## src/rtl/sbox_sequencer.sv

```systemverilog
// Streams a 128-bit state through one shared byte-wide S-box and reassembles the result.
// Bytes go out one per cycle and come back in issue order, SBOX_LAT cycles later.
module sbox_sequencer #(
   parameter int SBOX_LAT = 1
) (
   input  logic         clk,
   input  logic         rst,
   input  logic         in_valid,
   output logic         in_ready,
   input  logic [127:0] in_state,
   input  logic         in_inv,
   output logic         out_valid,
   input  logic         out_ready,
   output logic [127:0] out_state,
   output logic         busy,
   output logic         sb_req,
   output logic [7:0]   sb_in,
   output logic         sb_inv,
   input  logic [7:0]   sb_out
);

   typedef enum logic [1:0] {IDLE, ISSUE, DRAIN, DONE} state_t;

   state_t       state_q, state_d;
   logic [127:0] data_q, data_d;
   logic [127:0] out_state_q, out_state_d;
   logic         inv_q, inv_d;
   logic [3:0]   issue_cnt_q, issue_cnt_d;
   logic [3:0]   coll_cnt_q, coll_cnt_d;
   logic         tag_out;
   logic         last_coll;

   // The request tag rides alongside the S-box pipeline so each result is captured exactly once.
   if (SBOX_LAT == 0) begin : g_tag_comb
      assign tag_out = sb_req;
   end else begin : g_tag_pipe
      logic [SBOX_LAT-1:0] tag_q, tag_d;
      logic [SBOX_LAT:0]   tag_sh;

      always_comb begin
         tag_sh = {tag_q, sb_req};
         tag_d  = tag_sh[SBOX_LAT-1:0];
      end

      always_ff @(posedge clk) begin
         if (rst) tag_q <= '0;
         else     tag_q <= tag_d;
      end

      assign tag_out = tag_q[SBOX_LAT-1];
   end

   assign in_ready  = (state_q == IDLE) && !rst;
   assign busy      = (state_q != IDLE);
   assign sb_req    = (state_q == ISSUE);
   assign sb_in     = sb_req ? data_q[{issue_cnt_q, 3'b000} +: 8] : 8'h00;
   assign sb_inv    = inv_q;
   assign out_valid = (state_q == DONE);
   assign out_state = out_state_q;
   assign last_coll = tag_out && (coll_cnt_q == 4'd15);

   always_comb begin
      state_d     = state_q;
      data_d      = data_q;
      inv_d       = inv_q;
      issue_cnt_d = issue_cnt_q;
      coll_cnt_d  = coll_cnt_q;
      out_state_d = out_state_q;

      if (tag_out) begin
         out_state_d[{coll_cnt_q, 3'b000} +: 8] = sb_out;
         coll_cnt_d = coll_cnt_q + 4'd1;
      end

      case (state_q)
         IDLE: begin
            if (in_valid) begin
               data_d      = in_state;
               inv_d       = in_inv;
               issue_cnt_d = 4'd0;
               coll_cnt_d  = 4'd0;
               state_d     = ISSUE;
            end
         end
         ISSUE: begin
            issue_cnt_d = issue_cnt_q + 4'd1;
            if (issue_cnt_q == 4'd15) state_d = last_coll ? DONE : DRAIN;
         end
         DRAIN: begin
            if (last_coll) state_d = DONE;
         end
         DONE: begin
            if (out_ready) state_d = IDLE;
         end
         default: state_d = IDLE;
      endcase
   end

   always_ff @(posedge clk) begin
      if (rst) begin
         state_q     <= IDLE;
         inv_q       <= 1'b0;
         issue_cnt_q <= 4'd0;
         coll_cnt_q  <= 4'd0;
         out_state_q <= '0;
      end else begin
         state_q     <= state_d;
         inv_q       <= inv_d;
         issue_cnt_q <= issue_cnt_d;
         coll_cnt_q  <= coll_cnt_d;
         out_state_q <= out_state_d;
      end
   end

   always_ff @(posedge clk) begin
      data_q <= data_d;
   end

endmodule
```

## config.mk

```make
export PLATFORM = sky130hd
export DESIGN_NAME = sbox_sequencer
export DESIGN_NICKNAME = d
export VERILOG_FILES = /design/src/rtl/sbox_sequencer.sv
export SDC_FILE = /design/constraint.sdc
export NUM_CORES = 1
export LEC_CHECK = 0
export CORE_MARGIN = 2
export CORE_UTILIZATION = 44
export CTS_CLUSTER_DIAMETER = 80
export DETAILED_ROUTE_END_ITERATION = 12
export GPL_TIMING_DRIVEN = 0
export PLACE_DENSITY = 0.79
export SLEW_MARGIN = 40
export SYNTH_ARGS = -nofsm -noshare
export SYNTH_HDL_FRONTEND = slang
export SYNTH_SLANG_ARGS = --single-unit
```

## constraint.sdc

```tcl
create_clock -name clk -period 5.38 [get_ports clk]
set_clock_uncertainty 0.2 [all_clocks]
set_input_delay 1.345 -clock clk [delete_from_list [all_inputs] [get_ports clk]]
set_output_delay 1.345 -clock clk [all_outputs]
set_load 0.005 [all_outputs]
```

# Word level (Yosys, flattened, before mapping)
# Index checks and enable logic that the tools add are counted.
# word_totals
elab_cells,44
regBits,268
input_bits,141
output_inout_bits,141
# op_classes
reduce_logical,9
n_eq_ne,9
mux,13
n_shift,3
add_sub_neg,3
# op_table
op,n
$bwmux W128,1
$shift A8 B9 Y128 const A,1
$shiftx A128 B8 Y8,1
$shiftx A8 B9 Y128,1
$mux W4,4
$neg A7 Y9,1
$add A4 B1 Y4 const B,2
$eq A4 B4 Y1 const B,2
$mux W2,4
$mux W8,1
$pmux W2 S4,1
$pmux W4 S2,1
$eq A2 B2 Y1 const B,2
$ne A2 B1 Y1 const B,2
$ne A2 B2 Y1 const B,2
$reduce_and A2 Y1,2
$reduce_and A4 Y1,1
$reduce_bool A2 Y1,2
$eq A2 B1 Y1 const B,1
$logic_and A1 B1 Y1,2
$logic_not A2 Y1,1
$logic_not A1 Y1,1
$mux W1,1

# Longest topological paths before layout
# logic_depth
depth_word,5
depth_mapped,9

# Least setup slack after synthesis
# No wires, ideal clock.
# synth_path
kind,in2reg
from,input port in_valid
to,register coll_cnt_q[0]
path_buffers,0
setup_slack_ps,209
stages,3
arrival_time_ps,4852
t_required_ps,5061
cell_sequence,and2_1 -> or2_2 -> nor2_1
# synth_via
elab_chain_cells,2
# synth_rtl
element,line_no,text
from (decl),8,"input logic in_valid,"
$mux W4,77,if (in_valid) begin
$mux W4,75,case (state_q)
to (signal assigned),110,coll_cnt_q <= coll_cnt_d;
to (decl),29,"logic [3:0] coll_cnt_q, coll_cnt_d;"
# Every way passes these cells.
# A chain may end at the register's enable or synchronous reset.

# Worst setup path after layout
# layout_path
from,register issue_cnt_q[1]
to,output port sb_in[6]
# layout_via
elab_chain_cells,2
# layout_rtl
element,line_no,text
from (decl),28,"logic [3:0] issue_cnt_q, issue_cnt_d;"
from (signal assigned),109,issue_cnt_q <= issue_cnt_d;
$shiftx A128 B8 Y8,56,"assign sb_in = sb_req ? data_q[{issue_cnt_q, 3'b000} +: 8] : 8'h00;"
$mux W8,56,
to (decl),17,"output logic [7:0] sb_in,"
# Every way passes these cells.

==> flow_metrics.py <==
metrics = {
    "outcome": {
        "outcome": "complete, no violations",
    },
    "sta": {
        "fin_hold_ws_ns": 0.274,
        "worst_slew_margin_rel_pct": 48.0,
        "rsz0062_at_grt": "false",
        "fin_crit_ns": 4.81,
        "finalSetupViolCount": 0,
        "slew_viol_final": 0,
        "final_min_period_over_clock_period_pct": 89.4,
        "tightest_slew_ns": 0.780,
        "setup_ws_ns": 0.572,
        "fmax_ghz": 0.208,
        "hold_viol": 0,
    },
    "logic_synthesis": {
        "ys_async_sr_fraction_pct": 0,
        "synth_top_flop_cell": "dfxtp_1",
        "netlist.area_leader.share_pct": 36.8,
        "ys_warn_count": 0,
        "synth_compound_area_share_pct": 4.41,
        "synth_top_family_by_area": "multiplexers",
        "ys_seq_elements": 268,
        "syn_inst": 733,
        "synth_top_area_cell": "edfxtp_1",
        "synthMuxAreaShare_pct": 17.4,
        "synth-xor-area-share_pct": 0.252,
        "syn_area_sq_mm": 0.0104,
        "synth-edff-count": 128,
        "ys_seq_area_share_pct": 63.7,
        "synth_nets": 883,
        "synth.area.top_cells": "edfxtp_1 37%, dfxtp_1 27%, mux2i_1 11%",
        "avgSynthCellArea_sq_um": 14.2,
        "yosysUniqueCellTypes": 54,
        "synthAdderAreaFrac_pct": 1.08,
        "synthSimpleGateAreaFrac_pct": 10.9,
    },
    "setup_path": {
        "critical_path_class": "flip-flop to primary output",
        "slowest_stage": "buf_1",
        "worstRegToRegCells": 6,
        "arrival_ns": 3.26,
        "r2r_end": "out_state[2]",
        "reg2reg_slack_ns": 2.53,
        "worstPathCellList": "clkbuf_1 -> buf_1 -> mux4_2 -> a221o_1 -> clkdlybuf4s50_1",
        "crit_path_max_incr_delay_ns": 0.62,
        "worstSetupEndpointType": "primary output",
        "required_ns": 3.84,
        "rr_startpoint": "coll_cnt_q[0]",
        "cp_max_fo": 10,
        "worstSetupStartpointType": "flip-flop",
    },
    "detailed_routing": {
        "postRouteAntennaNets": 0,
        "wl_per_cell_um": 19.6,
        "drt_iter0_drc": 352,
        "drt_pass1_iterations": 4,
        "drc_errors": 0,
        "routed_wl_mm": 27.1,
        "via_per_inst": 5.11,
        "vias": 7060,
    },
    "pwr": {
        "irDropWorstVdd_uv": 278,
        "p_per_area_mw_per_mm2": 366,
        "finalPower_mw": 5.34,
        "p_leak_nw": 5.49,
    },
    "worst_hold_path": {
        "worstHoldStart": "out_state[90]",
        "min_to": "out_state[90]",
        "hold_depth": 2,
        "hp-class": "flip-flop to flip-flop",
    },
    "floorplanning": {
        "rows": 56,
        "die_area_sq_mm": 0.0250,
        "ios": 282,
        "core_sq_mm": 0.0234,
        "start_util_pct": 44.6,
        "die_w_um": 158,
        "die_y_um": 158,
    },
    "place": {
        "placed_area_sq_mm": 0.0136,
        "portBuffers": 272,
        "dp_hpwl_mm": 19.5,
        "dp_slack_ns": 0.795,
        "gp_congestion": 0.825,
    },
    "cts": {
        "clock_latency_ns": 0.54,
        "ctsResizeCount": 0,
        "cts_setup_buffers": 0,
        "clk_pin_slew_ns": 0.06,
        "root_buffer": "clkbuf_16",
        "hold_buffers": 0,
        "clkSinkCount": 268,
        "cts_buffer_depth": 3,
        "h-tree-depth": 1,
        "cts_tree": "done",
        "numCtsBuffers": 28,
    },
    "global_routing": {
        "grtUsageTotal_pct": 21.0,
        "antenna_found_initial": 0,
        "grt_pass1_wl_mm": 39.9,
        "grt_max_degree": 40,
        "grt_overflow": 0,
        "grt_pass1_vias": 7021,
    },
    "final_layout": {
        "design_area_sq_mm": 0.0146,
        "fillerInstances": 1846,
        "drive_gt1_share_pct": 12.0,
        "multi_input_area_sq_mm": 0.00359,
        "regArea_sq_mm": 0.00665,
        "area_growth_pct": 39.5,
        "postLayoutCoreUtil_pct": 62.3,
        "final_nets": 1188,
    },
    "job": {
        "max_cap_violations": 0,
    },
}
==> cell usage in the layout, fill, tap and decap left out, types with 4 or more instances in the layout <==
master and count:
ha_1 9, mux2i_1 110, nand3b_1 16, nand2_1 23
and3_1 4, clkdlybuf4s50_1 272, a22o_2 6, mux4_2 32
o21ai_0 22, edfxtp_1 128, buf_2 10, clkinv_2 4
clkbuf_1 30, clkbuf_16 29, clkbuf_8 4, nand3_2 5
nand2b_1 50, dfxtp_1 140, inv_1 8, a221o_1 8
a22o_1 8, clkinv_1 4, buf_1 4, nor2_1 74
==> layer usage <==
layer	up-vias	global-route usage, %	routed length (um)
li1	3313	-	-
met1	3474	27.7	11600
met2	222	35.5	13500
met3	51	3.26	1270
met4	0	7.21	753
met5	-	0	0
==> cells by family after synthesis <==
group,after synthesis
adder cells (fa/ha/maj),9
multiplexers,142
AND/OR/NAND/NOR,202
XOR/XNOR,3
AO/OA/AOI/OAI,58
flip-flops,268
buffers and inverters,51
==> how the worst max path moves through the flow <==
| stage | start | to | slack (ns) | cells past startpoint |
|---|---|---|---|---|
| after floorplan | in_valid | coll_cnt_q[0] | 0.21 | 3 |
| after global placement | in_valid | coll_cnt_q[2] | -1.40 | 4 |
| after detailed placement | rst | in_ready | 0.80 | 5 |
| after CTS | issue_cnt_q[1] | sb_in[6] | 0.49 | 5 |
| after global routing | issue_cnt_q[1] | sb_in[2] | 0.42 | 5 |
| final | issue_cnt_q[1] | sb_in[6] | 0.57 | 5 |
==> sequential cells by signal, summed over array words and instances (netlist names) <==
signal,flops
issue_cnt_q,4
out_state,128
coll_cnt_q,4
sb_inv,1
g_tag_pipe.tag_q,1
state_q,2
data_q,128
==> power breakdown <==
group | internal (mW) | switching (mW)
Clock | 1.13 | 0.775
Sequential | 2.45 | 0.0718
Combinational | 0.442 | 0.461
Total | 4.03 | 1.31
==> worst max-delay path, delay by kind of cell, from the launching register on <==
kind,cells,cell delay [ns]
AO/OA/AOI/OAI,1,0.33
buffers and inverters,3,1.62
flip-flops,1,0.35
multiplexers,1,0.42
==> layout make-up <==
| type | count | share of cell area [%] |
|---|---|---|
| flip-flops and latches | 268 | 45.6 |
| multi-input cells | 414 | 24.6 |
| repair buffers | 275 | 19.1 |
| clock buffers | 39 | 5.51 |
| well taps | 319 | 2.74 |
| plain buffers | 43 | 1.37 |
| clock inverters | 13 | 0.799 |
| inverters | 8 | 0.206 |
| diodes | 2 | 0.0344 |
==> cells in the mapped netlist, types with 9 or more instances <==
library cell,instances
dfxtp_1,140
edfxtp_1,128
mux2i_1,110
nor2_1,74
nand2b_1,50
mux4_2,32
clkbuf_1,24
nand2_1,23
o21ai_0,22
nand3b_1,16
buf_2,10
ha_1,9
==> per-stage QoR <==
| step | TNS (ns) | instances |
|---|---|---|
| final | 0 | 1381 |
| after global routing | 0 | 1379 |
| after CTS | 0 | 1379 |
| after detailed placement | 0 | 1327 |
| after global placement | -153.58 | 1324 |
| after floorplan | 0 | 733 |
Note: power is estimated with default switching activity, not from simulation.
